===== src/rtl/ram_burst_reader.sv =====
// Burst read sequencer for a ram_1r1w_sync read port: one read per cycle, the 1-cycle
// read latency absorbed by a 2-entry skid FIFO, valid/ready output with a last-beat flag.
//   state    | meaning
//   st_idle  | waiting for a burst command
//   st_run   | issuing reads, returning beats
//   st_drain | all reads issued, emptying the skid buffer
module ram_burst_reader #(
  parameter int width_p = 8,
  parameter int depth_p = 8
) (
  input  logic                         clk_i,
  input  logic                         reset_i,
  input  logic                         cmd_valid_i,
  output logic                         cmd_ready_o,
  input  logic [$clog2(depth_p)-1:0]   cmd_addr_i,
  input  logic [$clog2(depth_p+1)-1:0] cmd_len_i,
  output logic                         ram_rd_valid_o,
  output logic [$clog2(depth_p)-1:0]   ram_rd_addr_o,
  input  logic [width_p-1:0]           ram_rd_data_i,
  output logic                         data_valid_o,
  input  logic                         data_ready_i,
  output logic [width_p-1:0]           data_o,
  output logic                         data_last_o,
  output logic                         busy_o
);

  localparam int aw_lp = $clog2(depth_p);
  localparam int lw_lp = $clog2(depth_p+1);

  localparam logic [1:0] st_idle  = 2'd0;
  localparam logic [1:0] st_run   = 2'd1;
  localparam logic [1:0] st_drain = 2'd2;

  logic [1:0]         state_q, state_d;
  logic [aw_lp-1:0]   addr_q, addr_d;
  logic [lw_lp-1:0]   len_q, len_d;
  logic [lw_lp-1:0]   issued_q, issued_d;
  logic [lw_lp-1:0]   ret_q, ret_d;
  logic               inflight_q, inflight_d;
  logic [1:0]         occ_q, occ_d;
  logic [width_p-1:0] head_data_q, head_data_d;
  logic               head_last_q, head_last_d;
  logic [width_p-1:0] tail_data_q, tail_data_d;
  logic               tail_last_q, tail_last_d;

  logic pop, push, push_last, issue, room, cmd_fire;

  assign pop       = (occ_q != 2'd0) && data_ready_i;
  assign push      = inflight_q;
  assign push_last = (ret_q == len_q - lw_lp'(1));
  assign cmd_fire  = (state_q == st_idle) && cmd_valid_i;

  // occ + inflight - pop <= 1, rearranged to stay unsigned
  assign room  = (3'(occ_q) + 3'(inflight_q)) <= (3'd1 + 3'(pop));
  assign issue = (state_q == st_run) && (issued_q < len_q) && room;

  assign cmd_ready_o    = (state_q == st_idle);
  assign busy_o         = (state_q != st_idle);
  assign ram_rd_valid_o = issue;
  assign ram_rd_addr_o  = addr_q;
  assign data_valid_o   = (occ_q != 2'd0);
  assign data_o         = (occ_q != 2'd0) ? head_data_q : '0;
  assign data_last_o    = (occ_q != 2'd0) && head_last_q;

  always_comb begin
    state_d    = state_q;
    addr_d     = addr_q;
    len_d      = len_q;
    issued_d   = issued_q;
    ret_d      = ret_q + lw_lp'(push);
    inflight_d = issue;

    if (issue) begin
      addr_d   = (addr_q == aw_lp'(depth_p-1)) ? '0 : addr_q + aw_lp'(1);
      issued_d = issued_q + lw_lp'(1);
    end

    case (state_q)
      st_idle: begin
        if (cmd_fire && (cmd_len_i != '0)) begin
          addr_d   = cmd_addr_i;
          len_d    = cmd_len_i;
          issued_d = '0;
          ret_d    = '0;
          state_d  = st_run;
        end
      end
      st_run: begin
        if (pop && head_last_q)
          state_d = st_idle;
        else if (issue && (issued_q + lw_lp'(1) == len_q))
          state_d = st_drain;
      end
      st_drain: begin
        if (pop && head_last_q)
          state_d = st_idle;
      end
      default: state_d = st_idle;
    endcase
  end

  always_comb begin
    occ_d       = occ_q + {1'b0, push} - {1'b0, pop};
    head_data_d = head_data_q;
    head_last_d = head_last_q;
    tail_data_d = tail_data_q;
    tail_last_d = tail_last_q;
    case (occ_q)
      2'd0: begin
        if (push) begin
          head_data_d = ram_rd_data_i;
          head_last_d = push_last;
        end
      end
      2'd1: begin
        if (push && pop) begin
          head_data_d = ram_rd_data_i;
          head_last_d = push_last;
        end else if (push) begin
          tail_data_d = ram_rd_data_i;
          tail_last_d = push_last;
        end
      end
      default: begin
        // issue throttling guarantees no push into a full buffer without a pop
        if (pop) begin
          head_data_d = tail_data_q;
          head_last_d = tail_last_q;
          if (push) begin
            tail_data_d = ram_rd_data_i;
            tail_last_d = push_last;
          end
        end
      end
    endcase
  end

  always_ff @(posedge clk_i) begin
    if (reset_i) begin
      state_q     <= st_idle;
      addr_q      <= '0;
      len_q       <= '0;
      issued_q    <= '0;
      ret_q       <= '0;
      inflight_q  <= 1'b0;
      occ_q       <= 2'd0;
      head_data_q <= '0;
      head_last_q <= 1'b0;
      tail_data_q <= '0;
      tail_last_q <= 1'b0;
    end else begin
      state_q     <= state_d;
      addr_q      <= addr_d;
      len_q       <= len_d;
      issued_q    <= issued_d;
      ret_q       <= ret_d;
      inflight_q  <= inflight_d;
      occ_q       <= occ_d;
      head_data_q <= head_data_d;
      head_last_q <= head_last_d;
      tail_data_q <= tail_data_d;
      tail_last_q <= tail_last_d;
    end
  end

endmodule


===== config.mk =====
export PLATFORM = sky130hd
export DESIGN_NAME = ram_burst_reader
export DESIGN_NICKNAME = d
export VERILOG_FILES = /design/src/rtl/ram_burst_reader.sv
export SDC_FILE = /design/constraint.sdc
export NUM_CORES = 1
export LEC_CHECK = 0
export CAP_MARGIN = 5
export CORE_UTILIZATION = 30
export DETAILED_ROUTE_END_ITERATION = 8
export GPL_TIMING_DRIVEN = 0
export PLACE_DENSITY = 0.49
export RECOVER_POWER = 50
export SYNTH_ARGS = -nofsm -noshare
export SYNTH_HDL_FRONTEND = slang
export SYNTH_SLANG_ARGS = --single-unit

===== constraint.sdc =====
create_clock -name clk_i -period 2.9 [get_ports clk_i]
set_input_delay 0.435 -clock clk_i [delete_from_list [all_inputs] [get_ports clk_i]]
set_output_delay 0.435 -clock clk_i [all_outputs]
set_load 0.03 [all_outputs]

==> results of run 1 <==
sequential cells by signal (all words and copies together) (netlist names):
register and flops:
occ_q 2, issued_q 4, ram_rd_addr_o 3, inflight_q 1, head_data_q 8, tail_last_q 1, head_last_q 1, ret_q 4
tail_data_q 8, len_q 4, state_q 2
cells by family after synthesis:
logic type	after synthesis	synth area share (%)
XOR/XNOR	13	6.42
adder cells (fa/ha/maj)	14	9.10
AND/OR/NAND/NOR	81	19.1
flip-flops	38	37.9
buffers and inverters	20	3.74
AO/OA/AOI/OAI	41	14.8
multiplexers	18	8.97
per-layer routing:
layer | routed length [um] | part of all wire (%) | track usage [%]
met5 | 0 | 0 | 0
met4 | 73 | 1.6 | 4.70
met3 | 122 | 2.7 | 2.77
met2 | 1980 | 43 | 21.7
met1 | 2410 | 53 | 20.1
worst register-to-register path: cells and delay by family, from the launching register on:
kind	cells	cell delay, ps
buffers and inverters	3	410
adder cells (fa/ha/maj)	1	540
AO/OA/AOI/OAI	3	690
flip-flops	1	390
AND/OR/NAND/NOR	2	180
per-stage QoR:
stage / setup slack [ps] / instances / power, uW / TNS [ps]
3_5_place_dp: -860 / 335 / 799 / -903
2_1_floorplan: 110 / 225 / 713 / 0
5_1_grt: 3.76 / 345 / 1390 / 0
6_report: 144 / 345 / 1330 / 0
4_1_cts: 57.5 / 345 / 1350 / 0
3_3_place_gp: -869 / 335 / 798 / -926
power breakdown:
| part | leakage [uW] | internal [uW] | switching [uW] |
|---|---|---|---|
| registers | 0.000310 | 544 | 20.5 |
| logic | 0.000673 | 96.8 | 123 |
| clock network | 0.0000683 | 345 | 204 |
| total | 0.00105 | 985 | 347 |
final cells by class:
| class | instances | area (sq um) |
|---|---|---|
| Buffer | 8 | 41.3 |
| Sequential cell | 38 | 766 |
| Inverter | 12 | 45.0 |
| Multi-Input combinational cell | 167 | 1160 |
| Clock buffer | 5 | 68.8 |
| Fill cell | 661 | 3830 |
| Tap cell | 77 | 96.3 |
| Clock inverter | 3 | 68.8 |
| Timing Repair Buffer | 35 | 342 |
placed cells by master, fill, tap and decap left out, types with 9 or more instances in the layout:
cell type        instances
a211oi_1                 9
and2_1                  11
clkdlybuf4s50_1         27
dfxtp_1                 36
ha_1                    13
inv_1                   11
mux2i_1                 18
nand2_1                 17
nor2_1                  30
o21ai_0                 10
xnor2_1                  9
timing repair:
item,in CTS,in global routing
buffers inserted,2,0
endpoints found under the setup margin,3,1
gates resized for setup,11,5
path summary, 6_finish.rpt:
path / startpoint / endpoint / slack [ps] / depth (start not counted)
min reg2reg: head_data_q[4]$_SDFFE_PP0P_ / head_data_q[4]$_SDFFE_PP0P_ / 500 / 2
max: occ_q[1]$_SDFF_PP0_ / ram_rd_valid_o / 140 / 9
min: reset_i / occ_q[0]$_SDFF_PP0_ / 500 / 2
max reg2reg: occ_q[1]$_SDFF_PP0_ / state_q[0]$_SDFFE_PP0P_ / 590 / 9
==> impl_metrics.xml, run 1 <==
<?xml version="1.0" encoding="UTF-8"?>
<metrics>
  <group name="die">
    <metric name="std_cell_rows" unit="">29</metric>
    <metric name="chipWidth" unit="um">83.8</metric>
    <metric name="die_height" unit="um">83.8</metric>
    <metric name="core_region_area" unit="sq mm">0.00642</metric>
    <metric name="floorplan.initialDensity" unit="%">31.3</metric>
    <metric name="die-area" unit="sq mm">0.00702</metric>
    <metric name="num_io_pins" unit="">35</metric>
  </group>
  <group name="global_route">
    <metric name="global_route.overflow_total" unit="">0</metric>
    <metric name="grt_pass1_vias" unit="">1637</metric>
    <metric name="maximum_number_of_pins_on_one_net_before_global_route_repair" unit="">14</metric>
    <metric name="grt.total_usage" unit="%">14.2</metric>
    <metric name="first_pass_grt_wire_length" unit="um">7870</metric>
    <metric name="grt_antenna_before_repair" unit="">0</metric>
  </group>
  <group name="clock_tree">
    <metric name="path_clk_slew" unit="ps">80</metric>
    <metric name="cts_hold_bufs" unit="">0</metric>
    <metric name="cts-htree-levels" unit="">2</metric>
    <metric name="clockRootBuffer" unit="">clkbuf_8</metric>
    <metric name="tritoncts.num_buffers" unit="">5</metric>
    <metric name="clock_tree_from_tritoncts" unit="">built</metric>
    <metric name="clkSinkCount" unit="">38</metric>
    <metric name="worst_skew_pair.late_latency" unit="ps">290</metric>
    <metric name="cts-root-to-sink-buffers" unit="">2</metric>
  </group>
  <group name="critical_path">
    <metric name="critPathArrivalTime" unit="ps">2320</metric>
    <metric name="crit_fanout" unit="">10</metric>
    <metric name="sort_of_element_at_the_end_of_the_critical_path" unit="">output port</metric>
    <metric name="critical_path.max_stage_delay" unit="ps">540</metric>
    <metric name="worstPathBufferInverterCount" unit="">4</metric>
    <metric name="crit_chain" unit="">buf_8, inv_1, fa_1, nor2_1, a31oi_2, o21a_2, nand2_1, inv_2, clkbuf_4</metric>
    <metric name="kind_of_cell_adding_the_most_delay_to_the_critical_path" unit="">buffers and inverters</metric>
    <metric name="worst-setup-path-type" unit="">reg -&gt; out</metric>
    <metric name="cp.required" unit="ps">2470</metric>
    <metric name="start_kind" unit="">register</metric>
    <metric name="cell_at_the_slowest_stage_of_the_critical_path" unit="">fa_1</metric>
  </group>
  <group name="final_layout">
    <metric name="finalInstanceArea" unit="sq mm">0.00259</metric>
    <metric name="synthToLayoutAreaGrowth" unit="%">29.0</metric>
    <metric name="finalNetCount" unit="">300</metric>
    <metric name="diode_insertion_count_for_antenna_repair" unit="">0</metric>
    <metric name="final_util" unit="%">40.3</metric>
    <metric name="final_layout_size_suffix_gt1_share" unit="%">8.21</metric>
  </group>
  <group name="job">
    <metric name="maxCapViolations" unit="">0</metric>
  </group>
  <group name="sta">
    <metric name="rsz0062_at_grt" unit="">no</metric>
    <metric name="report.final.hold_viol_count" unit="">0</metric>
    <metric name="worst_max_slew_margin_expressed_relative_to_the_limit" unit="%">35.2</metric>
    <metric name="timing.final.max_slew_violations" unit="">0</metric>
    <metric name="finalSetupViolCount" unit="">0</metric>
    <metric name="worst-slew-pin-transition" unit="ps">964</metric>
    <metric name="fin_worst_skew" unit="ps">6.58</metric>
    <metric name="hold_ws" unit="ps">496</metric>
    <metric name="max_freq" unit="MHz">363</metric>
    <metric name="layout_worst_path_cycle_share" unit="%">95.0</metric>
    <metric name="final_critical_period" unit="ps">2760</metric>
  </group>
  <group name="logic_synthesis">
    <metric name="post_synthesis_mean_instance_area" unit="sq um">8.93</metric>
    <metric name="synth_cells" unit="">225</metric>
    <metric name="synth-edff-count" unit="">0</metric>
    <metric name="dominant_cells_by_area_after_synthesis" unit="">dfxtp_1 (38%), mux2i_1 (9.0%), ha_1 (8.1%), nor2_1 (5.6%), xnor2_1 (3.9%)</metric>
    <metric name="ys_ff_latch" unit="">38</metric>
    <metric name="netlist-cell-type-count" unit="">38</metric>
    <metric name="synth-warning-count" unit="">0</metric>
    <metric name="netlist.area_leader.share" unit="%">37.9</metric>
    <metric name="synth_most_common_cell" unit="">dfxtp_1</metric>
    <metric name="postSynth.topFlopCell" unit="">dfxtp_1</metric>
    <metric name="synth.net_count" unit="">258</metric>
    <metric name="mappedNetlistArea" unit="sq mm">0.00201</metric>
    <metric name="synth_top_cell_by_area" unit="">dfxtp_1</metric>
    <metric name="synth_common_cells" unit="">dfxtp_1 (38), nor2_1 (30), mux2i_1 (18)</metric>
    <metric name="ys_seq_area_share" unit="%">37.9</metric>
    <metric name="synthArstFlopShare" unit="%">0</metric>
  </group>
  <group name="placed_design">
    <metric name="dp_hpwl" unit="um">3410</metric>
    <metric name="placedInstanceArea" unit="sq mm">0.00243</metric>
    <metric name="port_buffers" unit="">33</metric>
    <metric name="weighted_congestion_at_the_end_of_routability_driven_global_placement" unit="">0.780</metric>
  </group>
  <group name="drt">
    <metric name="remaining_drc_errors" unit="">0</metric>
    <metric name="detailroute.via_count" unit="">1695</metric>
    <metric name="routed_wl" unit="um">4580</metric>
    <metric name="wl_per_cell" unit="um">13.3</metric>
    <metric name="detail_route.vias_per_cell" unit="">4.91</metric>
    <metric name="detail_route.first_pass.iterations" unit="">4</metric>
    <metric name="drtIter0Drc" unit="">59</metric>
    <metric name="routed_antenna_nets" unit="">0</metric>
  </group>
  <group name="pwr">
    <metric name="power_density_normalized_to_cell_area" unit="mW/mm^2">514</metric>
    <metric name="leakagePower" unit="uW">0.00105</metric>
    <metric name="vdd_ir_max" unit="uV">239</metric>
  </group>
  <group name="status">
    <metric name="status" unit="">completed</metric>
  </group>
  <group name="worst_hold_path">
    <metric name="hold_path.class" unit="">in -&gt; reg</metric>
  </group>
</metrics>
No activity file was read; power rests on OpenSTA's default activity.
==> inputs of run 2 (changes only) <==
--- a/config.mk
+++ b/config.mk
@@ -10,7 +10,7 @@
 export DETAILED_ROUTE_END_ITERATION = 8
 export GPL_TIMING_DRIVEN = 0
 export PLACE_DENSITY = 0.49
-export RECOVER_POWER = 50
+export RECOVER_POWER = 100
 export SYNTH_ARGS = -nofsm -noshare
 export SYNTH_HDL_FRONTEND = slang
 export SYNTH_SLANG_ARGS = --single-unit
==> impl_metrics.xml, run 2 (synthesis gave the netlist of run 1 again) <==
<?xml version="1.0" encoding="UTF-8"?>
<metrics>
  <group name="status">
    <metric name="status" unit="">completed</metric>
  </group>
  <group name="die">
    <metric name="std_cell_rows" unit="">29</metric>
    <metric name="core_region_area" unit="sq mm">0.00642</metric>
    <metric name="floorplan.initialDensity" unit="%">31.3</metric>
    <metric name="chipWidth" unit="um">83.8</metric>
    <metric name="num_io_pins" unit="">35</metric>
    <metric name="die-area" unit="sq mm">0.00702</metric>
    <metric name="die_height" unit="um">83.8</metric>
  </group>
  <group name="drt">
    <metric name="routed_antenna_nets" unit="">0</metric>
    <metric name="detailroute.via_count" unit="">1683</metric>
    <metric name="remaining_drc_errors" unit="">0</metric>
    <metric name="drtIter0Drc" unit="">61</metric>
    <metric name="wl_per_cell" unit="um">13.3</metric>
    <metric name="detail_route.first_pass.iterations" unit="">4</metric>
    <metric name="detail_route.vias_per_cell" unit="">4.88</metric>
    <metric name="routed_wl" unit="um">4580</metric>
  </group>
  <group name="global_route">
    <metric name="global_route.overflow_total" unit="">0</metric>
    <metric name="maximum_number_of_pins_on_one_net_before_global_route_repair" unit="">14</metric>
    <metric name="grt_antenna_before_repair" unit="">0</metric>
    <metric name="first_pass_grt_wire_length" unit="um">7870</metric>
    <metric name="grt_pass1_vias" unit="">1637</metric>
    <metric name="grt.total_usage" unit="%">14.2</metric>
  </group>
  <group name="pwr">
    <metric name="leakagePower" unit="uW">0.00109</metric>
    <metric name="vdd_ir_max" unit="uV">239</metric>
    <metric name="power_density_normalized_to_cell_area" unit="mW/mm^2">514</metric>
  </group>
  <group name="placed_design">
    <metric name="dpl.cell_count" unit="">335</metric>
    <metric name="port_buffers" unit="">33</metric>
    <metric name="dp_hpwl" unit="um">3410</metric>
    <metric name="weighted_congestion_at_the_end_of_routability_driven_global_placement" unit="">0.780</metric>
  </group>
  <group name="job">
    <metric name="maxCapViolations" unit="">0</metric>
  </group>
  <group name="final_layout">
    <metric name="mostFrequentLayoutCell" unit="">dfxtp_1</metric>
    <metric name="reg.largest.list" unit="">head_data_q (8), tail_data_q (8)</metric>
    <metric name="finalNetCount" unit="">300</metric>
    <metric name="synthToLayoutAreaGrowth" unit="%">28.8</metric>
    <metric name="layoutNonFillerInstCount" unit="">345</metric>
    <metric name="most_frequent_cells_in_the_layout" unit="">dfxtp_1 (36), nor2_1 (30), mux2i_1 (18)</metric>
    <metric name="final_layout_size_suffix_gt1_share" unit="%">7.84</metric>
    <metric name="diode_insertion_count_for_antenna_repair" unit="">0</metric>
  </group>
  <group name="clock_tree">
    <metric name="cts-root-to-sink-buffers" unit="">2</metric>
    <metric name="cts-htree-levels" unit="">2</metric>
    <metric name="tritoncts.num_buffers" unit="">5</metric>
    <metric name="worst_skew_pair.late_latency" unit="ps">290</metric>
    <metric name="clock_tree_from_tritoncts" unit="">built</metric>
    <metric name="clkSinkCount" unit="">38</metric>
    <metric name="clockRootBuffer" unit="">clkbuf_8</metric>
    <metric name="path_clk_slew" unit="ps">80</metric>
    <metric name="cts_hold_bufs" unit="">0</metric>
  </group>
  <group name="sta">
    <metric name="final_critical_period" unit="ps">2720</metric>
    <metric name="hold_ws" unit="ps">495</metric>
    <metric name="timing.final.max_slew_violations" unit="">0</metric>
    <metric name="fin_worst_skew" unit="ps">6.61</metric>
    <metric name="rsz0062_at_grt" unit="">no</metric>
    <metric name="worst_max_slew_margin_expressed_relative_to_the_limit" unit="%">34.1</metric>
    <metric name="report.final.hold_viol_count" unit="">0</metric>
    <metric name="finalSetupViolCount" unit="">0</metric>
    <metric name="layout_worst_path_cycle_share" unit="%">93.9</metric>
    <metric name="worst-slew-pin-transition" unit="ps">981</metric>
    <metric name="setup-tns-final" unit="ps">0</metric>
    <metric name="max_freq" unit="MHz">367</metric>
  </group>
  <group name="critical_path">
    <metric name="worst_r2r_endpoint" unit="">issued_q[3]$_SDFF_PP0_</metric>
    <metric name="cp.required" unit="ps">2470</metric>
    <metric name="worst-path-stages" unit="">9</metric>
    <metric name="r2r_start" unit="">occ_q[1]$_SDFF_PP0_</metric>
    <metric name="crit_fanout" unit="">10</metric>
    <metric name="critical_path.max_stage_delay" unit="ps">540</metric>
    <metric name="crit_chain" unit="">buf_8, inv_1, fa_1, nor2_1, a31oi_2, o21a_2, nand2_1, inv_2, clkbuf_4</metric>
    <metric name="kind_of_cell_adding_the_most_delay_to_the_critical_path" unit="">buffers and inverters</metric>
    <metric name="worst_r2r_path_depth" unit="">8</metric>
    <metric name="setup.worst_path.start" unit="">occ_q[1]$_SDFF_PP0_</metric>
    <metric name="worst-setup-path-type" unit="">reg -&gt; out</metric>
    <metric name="sort_of_element_at_the_end_of_the_critical_path" unit="">output port</metric>
    <metric name="timing.critical_path.to" unit="">ram_rd_valid_o</metric>
    <metric name="cell_at_the_slowest_stage_of_the_critical_path" unit="">fa_1</metric>
    <metric name="worstPathBufferInverterCount" unit="">4</metric>
    <metric name="critPathArrivalTime" unit="ps">2290</metric>
    <metric name="start_kind" unit="">register</metric>
    <metric name="setup.reg_to_reg.worst_slack" unit="ps">450</metric>
  </group>
  <group name="worst_hold_path">
    <metric name="hold_path.class" unit="">in -&gt; reg</metric>
    <metric name="hold_depth" unit="">2</metric>
  </group>
</metrics>
[run 2: cell count changes in the layout (fill, tap and decap cells not counted), sizes merged]
cell / before / now
clkdlybuf4s50: 27 / 15
dlygate4sd3: 4 / 16
[run 2: through the flow]
step | total power, uW | setup slack (ps) | cell area (sq um) | util, %
floorplan | 713 | 110 | 2010 | -
global placement | 798 | -869 | 2430 | 37.9
detailed placement | 799 | -860 | 2430 | 37.9
CTS | 1350 | 57.5 | 2590 | 40.3
global route | 1390 | 40.2 | 2590 | 40.3
finish | 1330 | 177 | 2590 | 40.3
[run 2: worst min-delay path by stage]
stage,from,endpoint,slack [ps]
final,reset_i,occ_q[0]$_SDFF_PP0_,500
after CTS,reset_i,occ_q[0]$_SDFF_PP0_,500
after detailed placement,tail_data_q[5]$_SDFFE_PP0P_,tail_data_q[5]$_SDFFE_PP0P_,490
after global placement,tail_data_q[3]$_SDFFE_PP0P_,tail_data_q[3]$_SDFFE_PP0P_,480
after floorplan,tail_data_q[0]$_SDFFE_PP0P_,tail_data_q[0]$_SDFFE_PP0P_,460
after global routing,reset_i,occ_q[0]$_SDFF_PP0_,520
[run 2: area by class of cell]
class,count,area (sq um)
Sequential cell,38,766
Fill cell,663,3840
Inverter,12,45.0
Tap cell,77,96.3
Buffer,8,41.3
Multi-Input combinational cell,167,1160
Clock buffer,5,68.8
Timing Repair Buffer,35,342
Clock inverter,3,68.8
[run 2: what timing repair did]
| action | CTS | global route |
|---|---|---|
| endpoints found under the hold margin | 0 | 0 |
| gates resized for setup | 11 | 5 |
| cloned | 0 | 0 |
| setup endpoints to repair | 3 | 1 |
| pin swaps | 0 | 0 |
| buffers inserted | 2 | 0 |
[run 2: power by group]
group / internal [uW] / leakage, uW / switching [uW]
sequential: 544 / 0.000310 / 20.4
combinational: 94.6 / 0.000707 / 122
clock: 345 / 0.0000683 / 204
[run 2: layer usage]
metal | track usage (%) | vias to the layer above | part of all wire, %
met5 | 0 | - | 0
met4 | 4.70 | 0 | 1.6
met3 | 2.77 | 5 | 3.2
met2 | 21.7 | 28 | 43
met1 | 20.1 | 782 | 52
li1 | - | 868 | -
==> inputs of run 3 (changes only) <==
--- a/config.mk
+++ b/config.mk
@@ -8,6 +8,7 @@
 export CAP_MARGIN = 5
 export CORE_UTILIZATION = 30
 export DETAILED_ROUTE_END_ITERATION = 8
+export GPL_ROUTABILITY_DRIVEN = 0
 export GPL_TIMING_DRIVEN = 0
 export PLACE_DENSITY = 0.49
 export RECOVER_POWER = 100
==> results of run 3 <==
Final layout, timing and power as in run 2 (identical DEF).
